File: config.mk
export PLATFORM = sky130hd
export DESIGN_NAME = writeback_unit
export DESIGN_NICKNAME = d
export VERILOG_FILES = /design/src/rtl/writeback_unit.sv
export SDC_FILE = /design/constraint.sdc
export NUM_CORES = 1
export LEC_CHECK = 0
export ABC_CLOCK_PERIOD_IN_PS = 3600
export CAP_MARGIN = 15
export CORE_MARGIN = 4
export CORE_UTILIZATION = 51
export DETAILED_ROUTE_END_ITERATION = 16
export PLACE_DENSITY_LB_ADDON = 0.12
export SLEW_MARGIN = 10
export SYNTH_ARGS = -nofsm -noshare
export SYNTH_HDL_FRONTEND = slang
export SYNTH_SLANG_ARGS = --single-unit
File: constraint.sdc
create_clock -name clk -period 3.6 [get_ports clk]
set_clock_uncertainty 0.1 [all_clocks]
set_input_delay 0.9 -clock clk [delete_from_list [all_inputs] [get_ports clk]]
set_output_delay 0.9 -clock clk [all_outputs]
set_load 0.02 [all_outputs]
File: src/rtl/writeback_unit.sv
// Writeback stage: WB pipeline register, load extension, retire strobe
// and a per-register pending-write scoreboard with sticky overflow.
module writeback_unit (
   input  logic        clk,
   input  logic        rst,
   input  logic        Enable,
   input  logic        Flush,
   input  logic        mem_valid,
   input  logic [4:0]  mem_rd,
   input  logic        mem_ruwr,
   input  logic [1:0]  mem_wbsel,
   input  logic [2:0]  mem_funct3,
   input  logic [31:0] mem_addr,
   input  logic [31:0] mem_alu,
   input  logic [31:0] mem_rdata,
   input  logic [31:0] mem_pc4,
   input  logic        iss_valid,
   input  logic        iss_ruwr,
   input  logic [4:0]  iss_rd,
   input  logic [4:0]  RS1,
   input  logic [4:0]  RS2,
   output logic [4:0]  RD,
   output logic [31:0] DataWr,
   output logic        RUWr,
   output logic        busy_rs1,
   output logic        busy_rs2,
   output logic        sb_ovf
);

   logic        wb_valid_q, wb_valid_d;
   logic [4:0]  wb_rd_q, wb_rd_d;
   logic        wb_ruwr_q, wb_ruwr_d;
   logic [31:0] wb_data_q, wb_data_d;
   logic        wb_done_q, wb_done_d;
   logic [1:0]  cnt_q [32];
   logic [1:0]  cnt_d [32];
   logic        ovf_q, ovf_d;

   logic [7:0]  lane_b;
   logic [15:0] lane_h;
   logic [31:0] load_val;
   logic [31:0] result;
   logic        issue;
   logic        squash;
   logic signed [3:0] nxt;
   logic        unused_addr;

   assign unused_addr = ^mem_addr[31:2];

   always_comb begin
      lane_b = mem_rdata[7:0];
      unique case (mem_addr[1:0])
         2'd0: lane_b = mem_rdata[7:0];
         2'd1: lane_b = mem_rdata[15:8];
         2'd2: lane_b = mem_rdata[23:16];
         2'd3: lane_b = mem_rdata[31:24];
      endcase
      lane_h = mem_addr[1] ? mem_rdata[31:16] : mem_rdata[15:0];
   end

   always_comb begin
      load_val = mem_rdata;
      case (mem_funct3)
         3'b000:  load_val = {{24{lane_b[7]}}, lane_b};
         3'b001:  load_val = {{16{lane_h[15]}}, lane_h};
         3'b100:  load_val = {24'd0, lane_b};
         3'b101:  load_val = {16'd0, lane_h};
         default: load_val = mem_rdata;
      endcase
   end

   always_comb begin
      result = mem_alu;
      case (mem_wbsel)
         2'b01:   result = load_val;
         2'b10:   result = mem_pc4;
         default: result = mem_alu;
      endcase
   end

   // A stalled entry retires once; wb_done masks the strobe afterwards.
   assign RUWr = wb_valid_q & wb_ruwr_q & (wb_rd_q != 5'd0) & ~wb_done_q;
   assign RD = wb_rd_q;
   assign DataWr = wb_data_q;

   always_comb begin
      wb_valid_d = wb_valid_q;
      wb_rd_d = wb_rd_q;
      wb_ruwr_d = wb_ruwr_q;
      wb_data_d = wb_data_q;
      wb_done_d = wb_done_q;
      if (Enable) begin
         wb_valid_d = mem_valid & ~Flush;
         wb_rd_d = mem_rd;
         wb_ruwr_d = mem_ruwr;
         wb_data_d = result;
         wb_done_d = 1'b0;
      end else if (RUWr) begin
         wb_done_d = 1'b1;
      end
   end

   assign issue = Enable & iss_valid & iss_ruwr & (iss_rd != 5'd0);
   assign squash = Enable & Flush & mem_valid & mem_ruwr
                 & (mem_rd != 5'd0);

   // Net change per register spans -2..+1; saturate into 0..3.
   always_comb begin
      ovf_d = ovf_q;
      nxt = 4'sd0;
      for (int r = 0; r < 32; r++) begin
         nxt = $signed({2'b00, cnt_q[r]});
         if (issue && iss_rd == 5'(r))
            nxt = nxt + 4'sd1;
         if (RUWr && wb_rd_q == 5'(r))
            nxt = nxt - 4'sd1;
         if (squash && mem_rd == 5'(r))
            nxt = nxt - 4'sd1;
         if (r == 0) begin
            cnt_d[r] = 2'd0;
         end else if (nxt > 4'sd3) begin
            cnt_d[r] = 2'd3;
            ovf_d = 1'b1;
         end else if (nxt < 4'sd0) begin
            cnt_d[r] = 2'd0;
            ovf_d = 1'b1;
         end else begin
            cnt_d[r] = nxt[1:0];
         end
      end
   end

   always_ff @(posedge clk or posedge rst) begin
      if (rst) begin
         wb_valid_q <= 1'b0;
         wb_rd_q <= 5'd0;
         wb_ruwr_q <= 1'b0;
         wb_data_q <= 32'd0;
         wb_done_q <= 1'b0;
         ovf_q <= 1'b0;
         for (int r = 0; r < 32; r++)
            cnt_q[r] <= 2'd0;
      end else begin
         wb_valid_q <= wb_valid_d;
         wb_rd_q <= wb_rd_d;
         wb_ruwr_q <= wb_ruwr_d;
         wb_data_q <= wb_data_d;
         wb_done_q <= wb_done_d;
         ovf_q <= ovf_d;
         for (int r = 0; r < 32; r++)
            cnt_q[r] <= cnt_d[r];
      end
   end

   assign busy_rs1 = (cnt_q[RS1] != 2'd0);
   assign busy_rs2 = (cnt_q[RS2] != 2'd0);
   assign sb_ovf = ovf_q;

endmodule

==> flow_metrics.env <==
export IMPL_post_route_drc_count=0
export IMPL_swShare=0.428
export IMPL_viasPerCell=6.03
export IMPL_power_frac_comb=0.649
export IMPL_worst_skew_pair_late_latency_ns=0.37
export IMPL_overflow=0
export IMPL_worst_pin_slew_ns=0.997
export IMPL_synthFlopType="dfrtp_1"
export IMPL_htreeDepth=3
export IMPL_grt_pass1_vias=15500
export IMPL_start_util=0.524
export IMPL_ys_ff_latch=103
export IMPL_cpLargestDelayFamily="simple AND/OR/NAND/NOR gates"
export IMPL_path_cells="buf_8 -> nand2b_4 -> buf_6 -> nor3_4 -> buf_12 -> mux2i_2 -> ha_1 -> and3_4 -> a21o_1 -> ha_2 -> nand3_2 -> xnor2_2 -> or4b_4 -> or4_4 -> nor4_4 -> nand4_1"
export IMPL_p_clk_frac=0.129
export IMPL_cp_required_ns=3.74
export IMPL_violations="setup timing"
export IMPL_placed_cells=2556
export IMPL_cts_sinks=103
export IMPL_period_share=1.16
export IMPL_seq_area_frac_synth=0.200
export IMPL_met2_length_mm=25.1
export IMPL_routedWlPerCell_um=21.0
export IMPL_maxSlewViolCount=0
export IMPL_syn_inst=1671
export IMPL_cts_clk_slew_worst_paths_ns=0.09
export IMPL_detailed_place_hpwl_mm=43.0
export IMPL_diodes=0
export IMPL_finalSetupViolations=3
export IMPL_die_width_um=167
export IMPL_p_int_uw=5110
export IMPL_yosys_warnings=0
export IMPL_synth_area_per_cell_um2=7.72
export IMPL_track_usage=0.374
export IMPL_seq_power_share=0.222
export IMPL_total_power_uw=8930
export IMPL_stdcell_count=2618
export IMPL_finalSetupTns_ns=-0.660
export IMPL_arrival_ns=4.32
export IMPL_status="complete, but fails checks"
export IMPL_drt_met1_wl_mm=21.0
export IMPL_wl_mm=55.0
export IMPL_fin_ws_ns=-0.588
export IMPL_root_buffer="clkbuf_16"
export IMPL_fin_crit_ns=4.19
export IMPL_coreArea_um2=24600
export IMPL_cp_slowest_cell="or4b_4"
export IMPL_gpl_final_weighted_congestion=1.08
export IMPL_rows=57
export IMPL_met3_length_mm=5.78
export IMPL_die_area_um2=27900
export IMPL_critPathCaptureType="flip-flop"
export IMPL_area_growth_pct=52.8
export IMPL_leakage_uw=0.00853
export IMPL_drv_cap=0
export IMPL_grt_pass1_wl_mm=83.4
export IMPL_synth_distinct_cells=87
export IMPL_fin_nets=2543
export IMPL_synth_edf_count=0
export IMPL_synthArstFlopShare=1.00
export IMPL_peakVddDrop_mv=0.365
export IMPL_crit_buf_inv=3
export IMPL_antenna_found_initial=0
export IMPL_fmax_mhz=239
export IMPL_p_sw_uw=3820
export IMPL_antenna_left=0
export IMPL_drive_gt1_frac=0.326
export IMPL_rsz0062_at_grt="yes"
export IMPL_top_layer="met4"
export IMPL_die_height_um=167
export IMPL_power_density_nw_per_um2=453
export IMPL_worstPathMaxFanout=8
export IMPL_syn_nets=1925
export IMPL_port_buffer_count=171
export IMPL_postCtsHoldBufs=0
export IMPL_ios=202
export IMPL_cts_buffers=9
export IMPL_min_path_type="reg2reg"
export IMPL_start_kind="input port"
export IMPL_grt_max_degree=104
export IMPL_worst_hold_slack_ns=0.418
export IMPL_slew_headroom=0.327
export IMPL_dr_pass1_iters=6
export IMPL_cts_tree="built"
export IMPL_cts_max_path_buffers=2
export IMPL_max_stage_delay_ns=0.52
export IMPL_vias=15800
export IMPL_crit_type="in2reg"
export IMPL_hold_viol_final=0
export IMPL_drt_iter0_drc=1806
export IMPL_synthesis_area_um2=12900
-- power groups by stage --
| stage | registers, uW | clock network, uW | logic, uW |
|---|---|---|---|
| floorplan | 1960 | 0 | 2990 |
| global placement | 1940 | 0 | 5040 |
| detailed placement | 1960 | 0 | 5250 |
| CTS | 1950 | 1160 | 5510 |
| global route | 2030 | 1200 | 6330 |
| finish | 1980 | 1150 | 5800 |
-- metrics by stage --
step	setup WS, ns	util	cell area [um2]
finish	-0.588	0.801	19700
global route	-0.712	0.801	19700
CTS	-0.512	0.788	19400
detailed placement	-1.61	0.746	18400
global placement	-1.48	0.746	18400
floorplan	-0.786	-	13000
-- final cells by class --
cell class                 instances  area, um2
sequential                       103       2580
timing repair buffer             689       5740
clock inverter                     7       95.1
inverter                          47        180
fill                            1753       4900
clock buffer                       9        225
tap                              324        405
multi-input combinational       1439      10500
-- cell usage in the layout (no fill, tap or decap), types with 50 or more instances in the layout --
| cell type | count |
|---|---|
| a21oi_1 | 92 |
| buf_4 | 496 |
| clkdlybuf4s50_1 | 156 |
| dfrtp_1 | 103 |
| ha_1 | 85 |
| mux2_2 | 50 |
| nand2_1 | 228 |
| nand3_1 | 60 |
| nor2_1 | 158 |
| nor3_1 | 73 |
| o21ai_0 | 79 |
| xnor2_1 | 97 |
| xor2_1 | 55 |
-- worst register-to-register path, stage by stage (launching register included) --
cell and delay, ns:
dfrtp_1 0.43, nand4bb_1 0.20, buf_4 0.20, nor3_1 0.57
xnor2_2 0.19, ha_2 0.21, inv_2 0.03, or4_4 0.49
nand2_1 0.08, o31ai_1 0.06, a21oi_1 0.14, o21bai_1 0.09
or4_4 0.54, nor4_4 0.24, nand4_1 0.11
-- sequential cells by signal, summed over array words and instances, names as in the netlist --
| register | cells |
|---|---|
| cnt_q | 62 |
| DataWr | 32 |
| RD | 5 |
| sb_ovf | 1 |
| wb_done_q | 1 |
| wb_ruwr_q | 1 |
| wb_valid_q | 1 |
-- cells in the mapped netlist (10+ instances only) --
cell	number	area share
a211oi_1	30	0.017
a21boi_0	13	0.0076
a21oi_1	95	0.037
a22oi_1	13	0.0076
a31oi_1	17	0.0082
and3_1	11	0.0053
buf_2	16	0.0062
clkbuf_1	57	0.017
dfrtp_1	103	0.20
ha_1	93	0.090
inv_1	47	0.014
mux2_2	52	0.045
mux2i_1	43	0.033
mux4_2	16	0.028
nand2_1	235	0.068
nand2b_1	20	0.0097
nand3_1	66	0.026
nand4_1	19	0.0092
nor2_1	162	0.047
nor2b_1	11	0.0053
nor3_1	86	0.033
nor3b_1	10	0.0058
nor4_1	11	0.0053
o21ai_0	79	0.031
xnor2_1	106	0.072
xor2_1	60	0.041
-- final timing paths --
path                                           to  depth (start not counted)              startpoint  slack (ns)
min reg2reg                DataWr[13]$_DFFE_PP0P_                          1  DataWr[13]$_DFFE_PP0P_        0.42
min in group asynchronous     cnt_q[51]$_DFF_PP0_                          3                     rst        0.94
max in group asynchronous     cnt_q[15]$_DFF_PP0_                          3                     rst        1.96
min                        DataWr[13]$_DFFE_PP0P_                          1  DataWr[13]$_DFFE_PP0P_        0.42
max                            sb_ovf$_DFFE_PP0P_                         16               iss_rd[0]       -0.59
max reg2reg                    sb_ovf$_DFFE_PP0P_                         14       RD[4]$_DFFE_PP0P_       -0.20
-- logic make-up after synthesis --
group	after synthesis	share of synthesized area
AND/OR/NAND/NOR	723	0.278
AO/OA/AOI/OAI	345	0.172
XOR/XNOR	167	0.114
buffers and inverters	129	0.0393
multiplexers	111	0.107
flip-flops	103	0.200
adder cells (fa/ha/maj)	93	0.0902
-- what timing repair did --
item	in CTS	in global routing
buffers inserted	38	12
endpoints found under the setup margin	59	12
resized for setup	151	59
pin swaps	46	25
-- per-layer routing --
layer	up-vias	GRT usage
met1	7447	0.457
met4	0	0.180
met3	184	0.105
met5	-	0
met2	820	0.610
li1	7325	-
(Power assumes the default switching activity.)
